`config.mk`:
```
export PLATFORM = sky130hd
export DESIGN_NAME = uart_rx_sink
export DESIGN_NICKNAME = d
export VERILOG_FILES = /design/src/rtl/uart_rx_sink.sv
export SDC_FILE = /design/constraint.sdc
export NUM_CORES = 1
export LEC_CHECK = 0
export BUFFER_PORTS_ARGS = -buffer_cell sky130_fd_sc_hd__buf_2
export CAP_MARGIN = 20
export CORE_MARGIN = 1
export CORE_UTILIZATION = 50
export DETAILED_ROUTE_END_ITERATION = 16
export GPL_TIMING_DRIVEN = 0
export PLACE_DENSITY_LB_ADDON = 0.3
export SETUP_SLACK_MARGIN = 0.02
export SYNTH_ARGS = -nofsm -noshare
export SYNTH_HDL_FRONTEND = slang
export SYNTH_SLANG_ARGS = --single-unit
```
`constraint.sdc`:
```
create_clock -name i_clk -period 7.3 [get_ports i_clk]
set_input_delay 0.365 -clock i_clk [delete_from_list [all_inputs] [get_ports i_clk]]
set_output_delay 0.365 -clock i_clk [all_outputs]
set_load 0.05 [all_outputs]
```
`src/rtl/uart_rx_sink.sv`:
```
// UART receiver: 8N1 (8E1 with UART_RX_SINK_PARITY_EN) framing into a byte FIFO
// that drains through a valid/ready stream.
module uart_rx_sink #(
  parameter int CLKS_PER_BIT = 434,
  parameter int FIFO_DEPTH   = 16,
  parameter int LVL_W        = $clog2(FIFO_DEPTH) + 1
) (
  input  logic             i_clk,
  input  logic             i_rst_n,
  input  logic             i_rx,
  output logic [7:0]       o_data,
  output logic             o_valid,
  input  logic             i_ready,
  output logic [LVL_W-1:0] o_level,
  output logic             o_frame_err,
  output logic             o_parity_err,
  output logic             o_overflow,
  input  logic             i_clr_overflow
);

  localparam int CNT_W = $clog2(CLKS_PER_BIT);
  localparam int AW    = $clog2(FIFO_DEPTH);
  localparam int PW    = AW + 1;
  localparam logic [CNT_W-1:0] HALF_LD = CNT_W'(CLKS_PER_BIT / 2 - 1);
  localparam logic [CNT_W-1:0] FULL_LD = CNT_W'(CLKS_PER_BIT - 1);

  typedef enum logic [2:0] {
    S_IDLE,
    S_START,
    S_DATA,
`ifdef UART_RX_SINK_PARITY_EN
    S_PARITY,
`endif
    S_STOP,
    S_WAIT_HIGH
  } state_t;

  state_t           state_q, state_d;
  logic [CNT_W-1:0] cnt_q, cnt_d;
  logic [2:0]       bit_q, bit_d;
  logic [7:0]       shift_q, shift_d;
  logic             sync1, rxs;
  logic             push, ferr_d, perr_d;
  logic             cnt_zero;
`ifdef UART_RX_SINK_PARITY_EN
  logic             pend_q, pend_d;
`endif

  logic [7:0]    mem [FIFO_DEPTH];
  logic [PW-1:0] wr_ptr, rd_ptr;
  logic          full, empty, pop, wr_en;

  assign cnt_zero = (cnt_q == '0);

  // IDLE is only ever entered with rxs high, so a low rxs there is a falling edge.
  always_comb begin
    state_d = state_q;
    cnt_d   = cnt_q;
    bit_d   = bit_q;
    shift_d = shift_q;
    push    = 1'b0;
    ferr_d  = 1'b0;
    perr_d  = 1'b0;
`ifdef UART_RX_SINK_PARITY_EN
    pend_d  = pend_q;
`endif
    case (state_q)
      S_IDLE: begin
        if (!rxs) begin
          cnt_d   = HALF_LD;
          state_d = S_START;
        end
      end
      S_START: begin
        if (!cnt_zero) begin
          cnt_d = cnt_q - CNT_W'(1);
        end else if (rxs) begin
          state_d = S_IDLE;
        end else begin
          cnt_d   = FULL_LD;
          bit_d   = 3'd0;
          state_d = S_DATA;
        end
      end
      S_DATA: begin
        if (!cnt_zero) begin
          cnt_d = cnt_q - CNT_W'(1);
        end else begin
          shift_d = {rxs, shift_q[7:1]};
          cnt_d   = FULL_LD;
          bit_d   = bit_q + 3'd1;
          if (bit_q == 3'd7) begin
`ifdef UART_RX_SINK_PARITY_EN
            state_d = S_PARITY;
`else
            state_d = S_STOP;
`endif
          end
        end
      end
`ifdef UART_RX_SINK_PARITY_EN
      S_PARITY: begin
        if (!cnt_zero) begin
          cnt_d = cnt_q - CNT_W'(1);
        end else begin
          pend_d  = rxs ^ (^shift_q);
          cnt_d   = FULL_LD;
          state_d = S_STOP;
        end
      end
`endif
      S_STOP: begin
        if (!cnt_zero) begin
          cnt_d = cnt_q - CNT_W'(1);
        end else if (rxs) begin
`ifdef UART_RX_SINK_PARITY_EN
          perr_d = pend_q;
          push   = !pend_q;
`else
          push   = 1'b1;
`endif
          state_d = S_IDLE;
        end else begin
          ferr_d  = 1'b1;
          state_d = S_WAIT_HIGH;
        end
      end
      S_WAIT_HIGH: begin
        if (rxs) state_d = S_IDLE;
      end
      default: state_d = S_IDLE;
    endcase
  end

  always_ff @(posedge i_clk or negedge i_rst_n) begin
    if (!i_rst_n) begin
      sync1   <= 1'b1;
      rxs     <= 1'b1;
      state_q <= S_IDLE;
      cnt_q   <= '0;
      bit_q   <= '0;
      shift_q <= '0;
`ifdef UART_RX_SINK_PARITY_EN
      pend_q  <= 1'b0;
`endif
    end else begin
      sync1   <= i_rx;
      rxs     <= sync1;
      state_q <= state_d;
      cnt_q   <= cnt_d;
      bit_q   <= bit_d;
      shift_q <= shift_d;
`ifdef UART_RX_SINK_PARITY_EN
      pend_q  <= pend_d;
`endif
    end
  end

  assign empty = (wr_ptr == rd_ptr);
  assign full  = ((wr_ptr ^ rd_ptr) == {1'b1, {AW{1'b0}}});
  assign pop   = i_ready && !empty;
  // A full FIFO still accepts a push when the head is leaving in the same cycle.
  assign wr_en = push && (!full || pop);

  always_ff @(posedge i_clk or negedge i_rst_n) begin
    if (!i_rst_n) begin
      wr_ptr       <= '0;
      rd_ptr       <= '0;
      o_overflow   <= 1'b0;
      o_frame_err  <= 1'b0;
      o_parity_err <= 1'b0;
    end else begin
      if (wr_en) wr_ptr <= wr_ptr + PW'(1);
      if (pop)   rd_ptr <= rd_ptr + PW'(1);
      if (push && full && !pop) o_overflow <= 1'b1;
      else if (i_clr_overflow)  o_overflow <= 1'b0;
      o_frame_err  <= ferr_d;
      o_parity_err <= perr_d;
    end
  end

  always_ff @(posedge i_clk) begin
    if (wr_en) mem[wr_ptr[AW-1:0]] <= shift_q;
  end

  assign o_data  = mem[rd_ptr[AW-1:0]];
  assign o_valid = !empty;
  assign o_level = LVL_W'(wr_ptr - rd_ptr);

endmodule

```
==> results of run 1 <==
==> Yosys cell counts, types with 3 or more instances <==
library cell	number
nand4_1	6
nor2b_1	3
mux2_2	8
ha_1	12
buf_4	3
buf_1	3
buf_2	6
a211oi_1	3
xor2_1	4
inv_1	19
a21o_1	3
clkbuf_1	7
edfxtp_1	128
xnor2_1	9
mux4_2	32
o21ai_0	4
buf_6	3
nand2_1	41
nor2_1	27
o22ai_1	5
dfrtp_1	35
a21oi_1	8
a31oi_1	12
nor3_1	10
and3_1	9
nand3_1	11
==> final cells by class <==
| type | count | area, um2 |
|---|---|---|
| buffer | 23 | 129 |
| clock buffer | 20 | 437 |
| clock inverter | 11 | 80.1 |
| fill | 1060 | 5900 |
| inverter | 21 | 78.8 |
| multi-input combinational | 248 | 2180 |
| sequential | 165 | 4770 |
| tap | 180 | 225 |
| timing repair buffer | 24 | 130 |
==> worst paths after layout <==
path,end,slack [ps],depth (start not counted)
setup / recovery,mem[3][0],3180,10
hold / removal,cnt_q[2],40,1
setup reg to reg,mem[3][0],3180,10
hold reg to reg,rxs,360,0
max in group asynchronous,rd_ptr[1],6740,1
min in group i_clk,sync1,40,1
==> metal layers <==
| metal | up-vias | share of wire, % |
|---|---|---|
| met5 | - | 0 |
| met4 | 0 | 1.1 |
| met3 | 15 | 5.1 |
| met2 | 130 | 52 |
| met1 | 2098 | 42 |
| li1 | 1855 | - |
==> worst reg2reg max path, cell delays in order (launching register included) <==
cell and delay (ps):
dfrtp_1 320, buf_2 250, buf_1 540, clkinv_1 550, ha_1 510, nand4_1 140
or3_1 110, clkbuf_1 230, nand3_1 290, nor3_1 620, buf_4 270
==> cell families after synthesis <==
family	Yosys count
AO/OA/AOI/OAI	55
XOR/XNOR	13
adder cells (fa/ha/maj)	13
buffers and inverters	44
flip-flops	165
multiplexers	40
other	1
AND/OR/NAND/NOR	126
==> flip-flops by register name, summed over array words and instances (netlist names) <==
| name | cells |
|---|---|
| sync1 | 1 |
| bit_q | 3 |
| shift_q | 8 |
| mem | 128 |
| rxs | 1 |
| o_frame_err | 1 |
| state_q | 3 |
| cnt_q | 9 |
| rd_ptr | 5 |
| wr_ptr | 5 |
| o_overflow | 1 |
==> stage by stage <==
stage	utilization, %	total power, uW	worst slack (ps)	hold WS, ps	cell area (um2)
after floorplan	-	1520	4240	69.4	7160
after global placement	53.7	1670	2980	346	7490
after detailed placement	54.0	1680	3170	348	7520
after CTS	57.7	2460	3130	29.7	8040
after global routing	57.7	2530	2850	30.0	8040
final	57.7	2450	3180	39.7	8040
==> power breakdown <==
part / total [uW] / switching [uW] / internal, uW
Combinational: 625 / 442 / 183
Clock: 792 / 357 / 435
Sequential: 1030 / 11.8 / 1020
Total: 2450 / 811 / 1630
==> layout by cell type, fill, tap and decap left out, types with 6 or more instances in the layout <==
cell type  synthesis  layout
nor2_1            27      27
a31oi_1           12      12
clkbuf_1           7      10
edfxtp_1         128     128
buf_2              6      26
ha_1              12      12
and3_1             9       9
dfrtp_1           35      35
mux2_2             8       8
nand3_1           11      11
nor3_1            10      10
nand2_1           41      41
buf_4              3       7
nand4_1            6       6
clkbuf_16          0      17
a21oi_1            8       8
inv_1             19      19
xnor2_1            9       9
mux4_2            32      32
==> qor.csv, run 1 <==
stage,metric,value,unit
placed_design,gp_congestion,0.878,
sta,fin_crit_sh,56.4,%
final_layout,instances_no_fill,692,
sta,rsz0062_at_grt,no,
route,dr_total_vias,4098,
global_routing,gr-usage-met1,28.1,%
synth,synth-simple-area-share,9.15,%
route,wl_per_cell,20.9,um
die,die_h,122,um
global_routing,grt_start_max_net_pins,38,
global_routing,top_usage_layer,met2,
final_layout,layout-drive-gt1-share,22.9,%
placed_design,placedCellCount,661,
global_routing,use_met2,35.2,%
worst_setup_path,slowest_stage,nor3_1,
worst_setup_path,start_kind,flop,
job,drv_cap,0,
synth,yosysTopAreaCell,edfxtp_1,
synth,ys_seq_elements,165,
worst_setup_path,path_buf_inv,5,
synth,synthMuxAreaShare,11.3,%
synth,synthAdderAreaFrac,2.38,%
synth,syn-instance-count,457,
hold_path,hold_class,in2async,
placed_design,dp_hpwl,9540,um
route,ant_nets,0,
die,die_area,14800,um2
synth,ys_warn_count,0,
die,ios,22,
pwr,ir_drop,0.175,mV
sta,drv_slew,0,
final_layout,diodes,0,
synth,ys_types,62,
sta,fmax,0.243,GHz
worst_setup_path,worst_ep_required_time,7430,ps
sta,fin_crit,4120,ps
synth,synth_fp_nets,475,
clock_tree,cts_setup_buffers,0,
clock_tree,holdBufCountCts,0,
worst_setup_path,r2r-start,rd_ptr[2],
clock_tree,ctsResizeCount,0,
sta,tns,0,ps
worst_setup_path,critPathMaxFanout,10,
clock_tree,clockBufferDepth,2,
die,die-width,122,um
worst_setup_path,cp-end-kind,flop,
clock_tree,clock_latency,420,ps
die,coreArea,13900,um2
clock_tree,htree_levels,4,
sta,relSlewSlack,44.6,%
route,wl,14500,um
route,drc,0,
synth,ys_seq_area_share,66.6,%
synth,async_reset_ff_share,22.4,%
sta,worst_clock_skew,10.6,ps
worst_setup_path,crit_family,buffers and inverters,
worst_setup_path,startpoint,rd_ptr[2],
synth,netlist.area_leader.share,53.7,%
worst_setup_path,cpPeakStageDelay,610,ps
worst_setup_path,worstPathArrival,4250,ps
route,viasPerCell,5.92,
synth,synth-xor-area-share,1.59,%
synth,synth-compound-area-share,6.01,%
placed_design,portBuffers,20,
sta,worstMarginPinSlew,827,ps
global_routing,gr-total-overflow,0,
pwr,leakagePower,0.00318,uW
sta,hold_viol,0,
global_routing,grt_pass1_vias,4106,
worst_setup_path,path_cells,buf_2 -> buf_1 -> clkinv_1 -> ha_1 -> nand4_1 -> or3_1 -> clkbuf_1 -> nand3_1 -> nor3_1 -> buf_4,
synth,synthFlopType,edfxtp_1,
route,drt_iter0_drc,293,
die,start_util,51.4,%
final_layout,syn_to_final_growth,12.2,%
synth,synth_edf_count,128,
global_routing,grt_pass1_wl,22600,um
global_routing,use_met3,4.40,%
route,drt_pre_antenna_iters,4,
clock_tree,cts-root-buf,clkbuf_16,
global_routing,antenna_found_initial,0,
final_layout,fin_nets,518,
synth,syn_avg_cell_area,15.7,um2
sta,finalSetupViolCount,0,
global_routing,track_usage,21.2,%
worst_setup_path,critPathKind,reg2reg,
clock_tree,clk_pin_slew_worst_paths,60,ps
clock_tree,clock-sinks,165,
synth,mappedNetlistArea,7160,um2
status,status,completed,
die,row_count,43,
synth,synth_area_leaders,"edfxtp_1 54%, dfrtp_1 12%, mux4_2 10%",
pwr,power_density,304,nW/um2
synth,synth_top_family_by_area,multiplexers,
clock_tree,numCtsBuffers,17,
clock_tree,cts_tree,built,
No activity file was read; power rests on OpenSTA's default activity.
==> inputs of run 2 (changes only) <==
clock period = 4.2 ns   (was 7.3 ns; I/O delays follow)
==> run 2 against run 1 <==
Worst setup slack got worse by 2700 ps. Cell count grew 0.29%. Clock-buffer cell count did not move. Combinational power grew 73%. Highest routed layer unchanged. Utilization is 0.29 points higher. Wire length fell by 0.42%. Global-route usage barely moved. Clock power up 74%. Worst hold slack gained 200 ps. Register-to-register slack got worse by 2700 ps. Non-clock buffer count grew 2. Flip-flop and latch count unchanged.
==> qor.csv, run 2 (synthesis results as in run 1) <==
stage,metric,value,unit
clock_tree,clk_pin_slew_worst_paths,60,ps
clock_tree,cts_tree,built,
final_layout,register_area,4770,um2
route,dr_total_vias,4082,
final_layout,largest_register_ffs,128,
clock_tree,clock-sinks,165,
pwr,power.internal,2840,uW
pwr,leakagePower,0.00319,uW
pwr,seqPwrFrac,42.1,%
placed_design,gp_congestion,0.878,
placed_design,portBuffers,20,
final_layout,multi_input_area,2190,um2
global_routing,grt_pass1_wl,22600,um
worst_setup_path,critPathKind,reg2reg,
placed_design,post_dp_cell_area,7520,um2
hold_path,min_path_cells,4,
worst_setup_path,reg2reg_depth,8,
hold_path,hold-path-endpoint,wr_ptr[0],
sta,fin_crit_sh,88.1,%
final_layout,syn_to_final_growth,12.7,%
sta,fin_ws,499,ps
sta,rsz0062_at_grt,no,
global_routing,gr-total-overflow,0,
pwr,total_power,4240,uW
job,drv_cap,0,
die,ios,22,
global_routing,antenna_found_initial,0,
route,drc,0,
die,die_h,122,um
pwr,comb_power_share,25.5,%
clock_tree,clockBufferDepth,2,
route,ant_nets,0,
sta,hold_viol,0,
clock_tree,htree_levels,4,
route,viasPerCell,5.88,
pwr,switching_power,1400,uW
final_layout,design_area,8080,um2
sta,relSlewSlack,44.8,%
worst_setup_path,worst_ep_required_time,4250,ps
route,wl,14400,um
final_layout,layout-drive-gt1-share,23.3,%
placed_design,dp_hpwl,9540,um
worst_setup_path,crit-reg2reg-capture,mem[15][3],
worst_setup_path,critPathMaxFanout,10,
final_layout,layout_common_cells,"128 x edfxtp_1, 41 x nand2_1, 35 x dfrtp_1, 32 x mux4_2, 27 x nor2_1",
die,die-width,122,um
die,start_util,51.4,%
sta,fmax,0.270,GHz
sta,worst_clock_skew,10.6,ps
route,drt_iter0_drc,305,
global_routing,grt_pass1_vias,4123,
worst_setup_path,r2r-start,rd_ptr[1],
placed_design,dpl_worst_slack,69.6,ps
hold_path,hold_class,in2reg,
global_routing,track_usage,21.3,%
hold_path,hold_start,i_ready,
sta,finalSetupViolCount,0,
final_layout,diodes,0,
final_layout,final_common_cell,edfxtp_1,
clock_tree,cts_setup_buffers,0,
die,coreArea,13900,um2
pwr,ir_drop,0.304,mV
clock_tree,numCtsBuffers,17,
sta,holdWs,242,ps
worst_setup_path,r2r_slack,500,ps
final_layout,fill_cells,1063,
pwr,pwr-share-clk,32.4,%
pwr,switching_share,33.0,%
route,drt_pre_antenna_iters,5,
die,die_area,14800,um2
global_routing,grt_start_max_net_pins,38,
worst_setup_path,worstPathArrival,3750,ps
clock_tree,cts-root-buf,clkbuf_16,
worst_setup_path,cp-end-kind,flop,
final_layout,fin_nets,520,
sta,fin_crit,3700,ps
sta,worstMarginPinSlew,828,ps
clock_tree,clock_latency,420,ps
worst_setup_path,start_kind,flop,
sta,drv_slew,0,
status,status,completed,
sta,tns,0,ps
route,wl_per_cell,20.7,um
die,row_count,43,
pwr,power_density,526,nW/um2
==> run 2: cell types whose count changed in the layout (fill, tap and decap cells not counted) <==
cell	delta
buf_1	-1
nor3_1	-2
clkinvlp_4	+1
nor3_2	+2
dlygate4sd3_1	+3
clkinv_1	-1
==> run 2: worst max path at each step <==
stage / endpoint / startpoint / slack (ps) / cells past startpoint
after floorplan: mem[3][0] / rd_ptr[2] / 1140 / 9
after global placement: mem[1][4] / rd_ptr[2] / -120 / 9
after detailed placement: mem[3][0] / rd_ptr[2] / 70 / 10
after CTS: mem[3][4] / rd_ptr[2] / 30 / 10
after global routing: mem[11][4] / rd_ptr[1] / 300 / 8
final: mem[15][3] / rd_ptr[1] / 500 / 8
==> run 2: cell type report <==
type	count	share of cell area (%)
flip-flops and latches	165	59.1
multi-input cells	248	27.2
clock buffers	20	5.41
well taps	180	2.79
repair buffers	27	1.98
plain buffers	22	1.55
inverters	21	1.02
clock inverters	11	0.991
==> run 2: what timing repair did <==
action | 4_1_cts | 5_1_grt
setup endpoints to repair | 0 | 121
gates resized for setup | 0 | 3
hold buffers | 3 | 0
hold endpoints to repair | 37 | 0
==> run 2: worst max-delay path, cell delays in order, from the launching register on <==
cell and delay [ps]:
dfrtp_1 390, clkbuf_1 460, clkinv_1 510, ha_1 470, nand4_1 130, or3_1 110, clkbuf_1 230, nand3_1 310
nor2_1 710
==> run 2: power by group through the flow <==
| stage | clock network (uW) | registers [uW] | logic (uW) |
|---|---|---|---|
| global placement | 0 | 1820 | 1080 |
| floorplan | 0 | 1820 | 821 |
| finish | 1380 | 1790 | 1080 |
| CTS | 1390 | 1790 | 1100 |
| detailed placement | 0 | 1820 | 1090 |
| global route | 1450 | 1790 | 1160 |
==> run 2: through the flow <==
step	utilization, %	cells
after floorplan	-	457
after global routing	58.0	694
after detailed placement	54.0	661
final	58.0	694
after global placement	53.7	657
after CTS	57.9	695
==> run 2: layer usage <==
layer	track usage [%]	wire length, um
met1	28.1	6050
met2	35.3	7440
met3	4.40	783
met4	7.02	132
met5	0	0
